<file path="config.mk">
export PLATFORM = sky130hd
export DESIGN_NAME = vga_timing_gen
export DESIGN_NICKNAME = d
export VERILOG_FILES = /design/src/rtl/vga_timing_gen.sv
export SDC_FILE = /design/constraint.sdc
export NUM_CORES = 1
export LEC_CHECK = 0
export CAP_MARGIN = 20
export CORE_ASPECT_RATIO = 0.9
export CORE_MARGIN = 3
export CORE_UTILIZATION = 39
export CTS_CLUSTER_DIAMETER = 40
export CTS_CLUSTER_SIZE = 24
export DETAILED_ROUTE_END_ITERATION = 8
export PLACE_DENSITY = 0.76
export SLEW_MARGIN = 5
export SYNTH_ARGS = -nofsm -noshare
export SYNTH_HDL_FRONTEND = slang
export SYNTH_SLANG_ARGS = --single-unit
</file>
<file path="constraint.sdc">
create_clock -name i_clk -period 1.91 [get_ports i_clk]
set_input_delay 0.382 -clock i_clk [delete_from_list [all_inputs] [get_ports i_clk]]
set_output_delay 0.382 -clock i_clk [all_outputs]
set_load 0.02 [all_outputs]
</file>
<file path="src/rtl/vga_timing_gen.sv">
// VGA raster timing generator: drives pixel coordinates to the renderer, registers the returned
// colour with matching sync/blank timing, and emits a per-frame strobe.
module vga_timing_gen #(
   parameter int unsigned H_ACTIVE = 640,
   parameter int unsigned H_FP     = 16,
   parameter int unsigned H_SYNC   = 96,
   parameter int unsigned H_BP     = 48,
   parameter int unsigned V_ACTIVE = 480,
   parameter int unsigned V_FP     = 10,
   parameter int unsigned V_SYNC   = 2,
   parameter int unsigned V_BP     = 33,
   parameter bit          HS_POL   = 1'b0,
   parameter bit          VS_POL   = 1'b0
) (
   input  logic        i_clk,
   input  logic        i_rst,
   input  logic        i_pix_en,
   output logic [10:0] o_VGA_X,
   output logic [10:0] o_VGA_Y,
   input  logic [7:0]  i_VGA_R,
   input  logic [7:0]  i_VGA_G,
   input  logic [7:0]  i_VGA_B,
   output logic [7:0]  o_VGA_R,
   output logic [7:0]  o_VGA_G,
   output logic [7:0]  o_VGA_B,
   output logic        o_VGA_HS,
   output logic        o_VGA_VS,
   output logic        o_VGA_BLANK_N,
   output logic        o_VGA_SYNC_N,
   output logic        o_frame_start
);

   localparam int unsigned CW      = 11;
   localparam int unsigned H_TOTAL = H_ACTIVE + H_FP + H_SYNC + H_BP;
   localparam int unsigned V_TOTAL = V_ACTIVE + V_FP + V_SYNC + V_BP;

   localparam logic [CW-1:0] H_ACT_L  = CW'(H_ACTIVE);
   localparam logic [CW-1:0] H_LAST   = CW'(H_TOTAL - 1);
   localparam logic [CW-1:0] H_SYNC_S = CW'(H_ACTIVE + H_FP);
   localparam logic [CW-1:0] H_SYNC_E = CW'(H_ACTIVE + H_FP + H_SYNC - 1);
   localparam logic [CW-1:0] V_ACT_L  = CW'(V_ACTIVE);
   localparam logic [CW-1:0] V_LAST   = CW'(V_TOTAL - 1);
   localparam logic [CW-1:0] V_SYNC_S = CW'(V_ACTIVE + V_FP);
   localparam logic [CW-1:0] V_SYNC_E = CW'(V_ACTIVE + V_FP + V_SYNC - 1);

   if (H_TOTAL > 2047 || V_TOTAL > 2047) begin : g_range_check
      $error("vga_timing_gen: raster totals exceed 11-bit counter range");
   end

   logic [CW-1:0] h_cnt_q, h_cnt_d;
   logic [CW-1:0] v_cnt_q, v_cnt_d;
   logic [7:0]    r_q, r_d, g_q, g_d, b_q, b_d;
   logic          hs_q, hs_d, vs_q, vs_d, blank_n_q, blank_n_d;

   logic h_last, v_last, active0, hs0, vs0;

   // Stage 0 decode: region membership is a pure function of the counters
   always_comb begin
      h_last  = (h_cnt_q == H_LAST);
      v_last  = (v_cnt_q == V_LAST);
      active0 = (h_cnt_q < H_ACT_L) && (v_cnt_q < V_ACT_L);
      hs0     = (h_cnt_q >= H_SYNC_S) && (h_cnt_q <= H_SYNC_E);
      vs0     = (v_cnt_q >= V_SYNC_S) && (v_cnt_q <= V_SYNC_E);
   end

   always_comb begin
      h_cnt_d = h_cnt_q;
      v_cnt_d = v_cnt_q;
      if (i_pix_en) begin
         if (h_last) begin
            h_cnt_d = '0;
            v_cnt_d = v_last ? '0 : v_cnt_q + CW'(1);
         end else begin
            h_cnt_d = h_cnt_q + CW'(1);
         end
      end
   end

   // Stage 1: colour, blank and syncs share one enabled cycle of latency
   always_comb begin
      r_d       = r_q;
      g_d       = g_q;
      b_d       = b_q;
      blank_n_d = blank_n_q;
      hs_d      = hs_q;
      vs_d      = vs_q;
      if (i_pix_en) begin
         r_d       = active0 ? i_VGA_R : 8'd0;
         g_d       = active0 ? i_VGA_G : 8'd0;
         b_d       = active0 ? i_VGA_B : 8'd0;
         blank_n_d = active0;
         hs_d      = hs0 ? HS_POL : ~HS_POL;
         vs_d      = vs0 ? VS_POL : ~VS_POL;
      end
   end

   always_ff @(posedge i_clk) begin
      if (i_rst) begin
         h_cnt_q   <= '0;
         v_cnt_q   <= '0;
         r_q       <= '0;
         g_q       <= '0;
         b_q       <= '0;
         blank_n_q <= 1'b0;
         hs_q      <= ~HS_POL;
         vs_q      <= ~VS_POL;
      end else begin
         h_cnt_q   <= h_cnt_d;
         v_cnt_q   <= v_cnt_d;
         r_q       <= r_d;
         g_q       <= g_d;
         b_q       <= b_d;
         blank_n_q <= blank_n_d;
         hs_q      <= hs_d;
         vs_q      <= vs_d;
      end
   end

   assign o_VGA_X       = active0 ? h_cnt_q : '0;
   assign o_VGA_Y       = active0 ? v_cnt_q : '0;
   assign o_VGA_R       = r_q;
   assign o_VGA_G       = g_q;
   assign o_VGA_B       = b_q;
   assign o_VGA_HS      = hs_q;
   assign o_VGA_VS      = vs_q;
   assign o_VGA_BLANK_N = blank_n_q;
   assign o_VGA_SYNC_N  = 1'b0;
   // Strobe is combinational so it can never appear on a disabled cycle
   assign o_frame_start = i_pix_en & ~i_rst & h_last & v_last;

endmodule

</file>
# ---- Yosys cells after proc, flatten, opt, wreduce, memory -nomap -nowiden
# Index checks and enable logic that the tools add are counted.
dict set report totals {
  output_inout_bits 51
  reg_bits 49
  in_bits 27
}
dict set report op_classes {
  n_lt_le_gt_ge 6
  mux 9
  n_reduce_logical 4
  bitwise_logic 4
  add_sub_neg 2
  eq_ne 2
}
# operator n
set ops {}
lappend ops {{$mux W11} 4}
lappend ops {{$mux W8} 3}
lappend ops {{$add A11 B1 Y11 const B} 2}
lappend ops {{$eq A11 B10 Y1 const B} 2}
lappend ops {{$ge A11 B10 Y1 const B} 1}
lappend ops {{$ge A11 B9 Y1 const B} 1}
lappend ops {{$le A11 B10 Y1 const B} 1}
lappend ops {{$le A11 B9 Y1 const B} 1}
lappend ops {{$lt A11 B10 Y1 const B} 1}
lappend ops {{$lt A11 B9 Y1 const B} 1}
lappend ops {{$and A1 B1 Y1} 3}
lappend ops {{$logic_and A1 B1 Y1} 3}
lappend ops {{$mux W1} 2}
lappend ops {{$reduce_and A2 Y1} 1}
lappend ops {{$not A1 Y1} 1}

# ---- Longest topological paths before layout
dict set report depth {
  ltp_word 4
  ltp_mapped 6
  ltp_nobuf 6
}

# ---- Least setup slack after synthesis
# OpenSTA, ideal clock, no wires.
dict set report synth_timing {
  path_kind {register -> output}
  from {reg h_cnt_q[0]}
  to {out o_frame_start}
  path_stages_with_launch 6
  required_ps 1528
  n_path_buf 1
  slack_ps -129
  arrival_ps 1657
  cell_sequence {dfxtp_1 > ha_1 > and4_1 > nand4_2 > clkbuf_1 > nor3_1}
}
dict set report synth_between {
  elab_chain_len 3
}
# element line_no
set synth_rtl {}
lappend synth_rtl {{start, declared} 50} ;# logic [CW-1:0] h_cnt_q, h_cnt_d;
lappend synth_rtl {{start signal, assigned} 108} ;# h_cnt_q <= h_cnt_d;
lappend synth_rtl {{$eq A11 B10 Y1} 59} ;# h_last = (h_cnt_q == H_LAST);
lappend synth_rtl {{$and A1 B1 Y1 (2 in series)} 129} ;# assign o_frame_start = i_pix_en & ~i_rst & h_last & v_last;
lappend synth_rtl {{end, declared} 30} ;# output logic o_frame_start
# No other way between the ends.

# ---- Final worst setup path
dict set report layout_timing {
  from {reg v_cnt_q[7]}
  to {out o_VGA_X[4]}
}
dict set report layout_between {
  elab_chain_len 3
}
# element line_no
set layout_rtl {}
lappend layout_rtl {{start, declared} 51} ;# logic [CW-1:0] v_cnt_q, v_cnt_d;
lappend layout_rtl {{start signal, assigned} 109} ;# v_cnt_q <= v_cnt_d;
lappend layout_rtl {{$lt A11 B9 Y1} 61} ;# active0 = (h_cnt_q < H_ACT_L) && (v_cnt_q < V_ACT_L);
lappend layout_rtl {{$logic_and A1 B1 Y1} 61}
lappend layout_rtl {{$mux W11} 119} ;# assign o_VGA_X = active0 ? h_cnt_q : '0;
lappend layout_rtl {{end, declared} 18} ;# output logic [10:0] o_VGA_X,
# No other way between the ends.

==> metrics.yaml <==
layout:
  n_antenna_cell: 0
  syn2layout_area_growth_pct: 51.3
  multi_input_area_sq_um: 1450
  nFillCells: 515
  final_cells: 454
  fin_area_sq_um: 3760
  regArea_sq_um: 988
  fin_nets: 399
  drive_above_1_share_pct: 41.1
route:
  ant_nets: 0
  drt-pass1-iter-count: 4
  viasPerCell: 5.09
  drt_iter0_drc: 68
  wl_per_cell_um: 14.5
  wl_um: 6580
  vias: 2309
  drc: 0
die:
  die_area_sq_um: 7360
  rows: 26
  ios: 78
  die_w_um: 90.1
  coreArea_sq_um: 5920
  initial_core_util_pct: 41.9
  die_h_um: 81.7
sta:
  slew_viol_final: 0
  clock.fmax_mhz: 500
  hold_violations: 0
  whs_ns: 0.477
  layout_setup_ws_ns: -0.0897
  fin_worst_skew_ns: 0.00532
  min_period_ns: 2.00
  period_share_pct: 105
  setup_viol: 21
  rsz0062_at_grt: "yes"
clocking:
  clkLatencyLatePin_ns: 0.31
  cts_hold_buf: 0
  cts_max_level: 2
  path_clk_slew_ns: 0.10
  numCtsBuffers: 5
  tritoncts: "yes"
  clkSinkCount: 49
  cts_root_buf: "clkbuf_8"
  cts_buffer_depth: 2
yosys:
  syn_inst: 261
  synth_warnings: 0
  ys_seq_elements: 49
  yosysTopAreaCell: "dfxtp_1"
  synth_area_leaders: "dfxtp_1 (40%), a22oi_2 (9.6%), nor2_2 (4.8%), and2_1 (4.5%), nor2_1 (2.9%)"
  ys.flop_type: "dfxtp_1"
  ys_types: 48
  seq_area_frac_synth_pct: 39.5
  netlist_area_sq_um: 2480
  yosys.area.top_type_share_pct: 39.5
  ys_async_sr_fraction_pct: 0
  synth-edff-count: 0
  syn_area_per_cell_sq_um: 9.51
placed_design:
  io_buffer_count: 73
  dp.cells: 440
  hpwl_um: 4440
  routabilityCongestion: 0.837
  placed_area_sq_um: 3490
  dp_slack_ns: -0.489
worst_hold_path:
  hold_path_end: "o_VGA_VS$_SDFFE_PP1P_"
  whs_path_depth: 1
  hold_path_class: "flip-flop to flip-flop"
  hold_path.startpoint: "o_VGA_VS$_SDFFE_PP1P_"
outcome:
  violations: "setup timing"
  status: "finished, violations left"
power_and_ir_drop:
  peakVddDrop_v: 0.000341
  comb_power_share_pct: 16.4
  internal-power_mw: 1.51
  p_per_area_nw_per_um2: 560
  seqPwrFrac_pct: 51.3
  leakagePower_nw: 1.42
  clockPowerShare_pct: 32.2
  p_switching_uw: 592
  p_sw_share_pct: 28.1
  power_mw: 2.10
worst_setup_path:
  arrival_ns: 1.62
  critPathLaunch: "v_cnt_q[7]$_SDFFE_PP0P_"
  max_stage_delay_ns: 0.37
  crit_fanout: 9
  rrSetupSlack_ns: -0.01
  critPathLaunchType: "flip-flop"
  crit_chain: "and4_2, buf_4, nor4_4, buf_4"
  reg2reg_from: "h_cnt_q[10]$_SDFFE_PP0P_"
  worstSetupPathType: "flip-flop to output port"
  crit_top_cell: "buf_4"
  cp-end-kind: "output port"
  worstPathRequired_ns: 1.53
  cp_slowest_cell: "dfxtp_2"
  reg2reg_depth: 7
  r2r_end: "v_cnt_q[7]$_SDFFE_PP0P_"
global_routing:
  track_usage_pct: 17.3
  grt_max_degree: 35
  grt_pass1_wl_um: 10400
  antenna_found_initial: 0
  grt_pass1_vias: 2240
  grt_remaining_overflow: 0
flow_run:
  maxCapViolCount: 0
==> power by group through the flow <==
stage / clock (mW) / combinational [mW] / sequential, mW
after floorplan: 0 / 0.152 / 1.14
after global placement: 0 / 0.345 / 1.10
after detailed placement: 0 / 0.350 / 1.10
after CTS: 0.700 / 0.349 / 1.08
after global routing: 0.754 / 0.371 / 1.08
final: 0.678 / 0.346 / 1.08
==> synthesized netlist by cell type (all sizes together), types with 7 or more instances <==
cell type	instances
a21oi	12
nand4	7
clkbuf	12
and2	18
o21ai	7
nand2	10
buf	12
dfxtp	49
a22oi	24
nand3	7
or3	7
nor2	38
nor4	7
==> placed cells by master, fill, tap and decap left out, drive strengths merged, types with 2 or more instances in the layout <==
master         instances
a21oi                 12
a22oi                 24
and2                  18
and4                   3
buf                   70
clkbuf                 6
clkdlybuf4s50         52
clkinv                 2
conb                   4
dfxtp                 49
ha                     3
inv                    7
nand2                 10
nand2b                 2
nand3                  7
nand4                  7
nor2                  38
nor3                   5
nor4                   7
nor4b                  4
o21ai                  7
o21bai                 2
o31ai                  2
or3                    7
or4                    2
or4b                   3
xnor2                  6
xor2                   3
==> timing repair <==
| item | in CTS | in global routing |
|---|---|---|
| pin swaps | 6 | 8 |
| gates cloned | 0 | 1 |
| setup buffers | 1 | 4 |
| gates resized for setup | 122 | 18 |
| setup endpoints to repair | 21 | 23 |
==> kinds of logic (layout without fill, tap and decap cells) <==
group,Yosys count,in the layout,share of synthesized area (%)
AND/OR/NAND/NOR,113,113,27.7
XOR/XNOR,9,9,3.18
AO/OA/AOI/OAI,54,54,18.8
adder cells (fa/ha/maj),3,3,1.51
flip-flops,49,49,39.5
buffers and inverters,31,137,8.77
other,1,4,0.151
multiplexers,1,1,0.403
==> registers in the layout (all words and copies together) (netlist names) <==
name           cells
h_cnt_q           11
o_VGA_VS           1
o_VGA_HS           1
o_VGA_BLANK_N      1
o_VGA_B            8
v_cnt_q           11
o_VGA_R            8
o_VGA_G            8
==> stage by stage <==
step	setup TNS (ns)	util (%)
2_1_floorplan	-0.279	-
3_3_place_gp	-10.50	58.9
3_5_place_dp	-12.02	58.9
4_1_cts	-1.47	61.3
5_1_grt	-3.08	63.4
6_report	-1.34	63.4
==> layer usage <==
layer | part of all wire, % | GRT usage (%) | vias up
li1 | - | - | 1134
met1 | 42 | 20.7 | 1120
met5 | 0 | 0 | -
met4 | 0.90 | 6.12 | 0
met3 | 4.4 | 4.40 | 5
met2 | 53 | 30.7 | 50
==> layout make-up <==
cell class,count,share of cell area (%)
clock buffers,5,1.83
clock inverters,3,0.766
inverters,6,0.633
multi-input cells,184,38.5
flip-flops and latches,49,26.3
well taps,84,2.80
repair buffers,123,29.1
==> worst max path at each step <==
| stage | endpoint | slack (ns) | cells after the start |
|---|---|---|---|
| after floorplan | o_VGA_X[6] | -0.03 | 5 |
| after global placement | o_frame_start | -0.47 | 5 |
| after global routing | o_VGA_X[3] | -0.18 | 5 |
| final | o_VGA_X[4] | -0.09 | 4 |
| after detailed placement | o_frame_start | -0.49 | 5 |
| after CTS | o_VGA_X[3] | -0.09 | 5 |
==> critical path, delay by kind of cell (launching register included) <==
kind | cells | cell delay, ns
and+or+nand+nor | 2 | 0.54
buffers and inverters | 2 | 0.39
DFF | 1 | 0.37
Power figures use the tool's default switching activity.
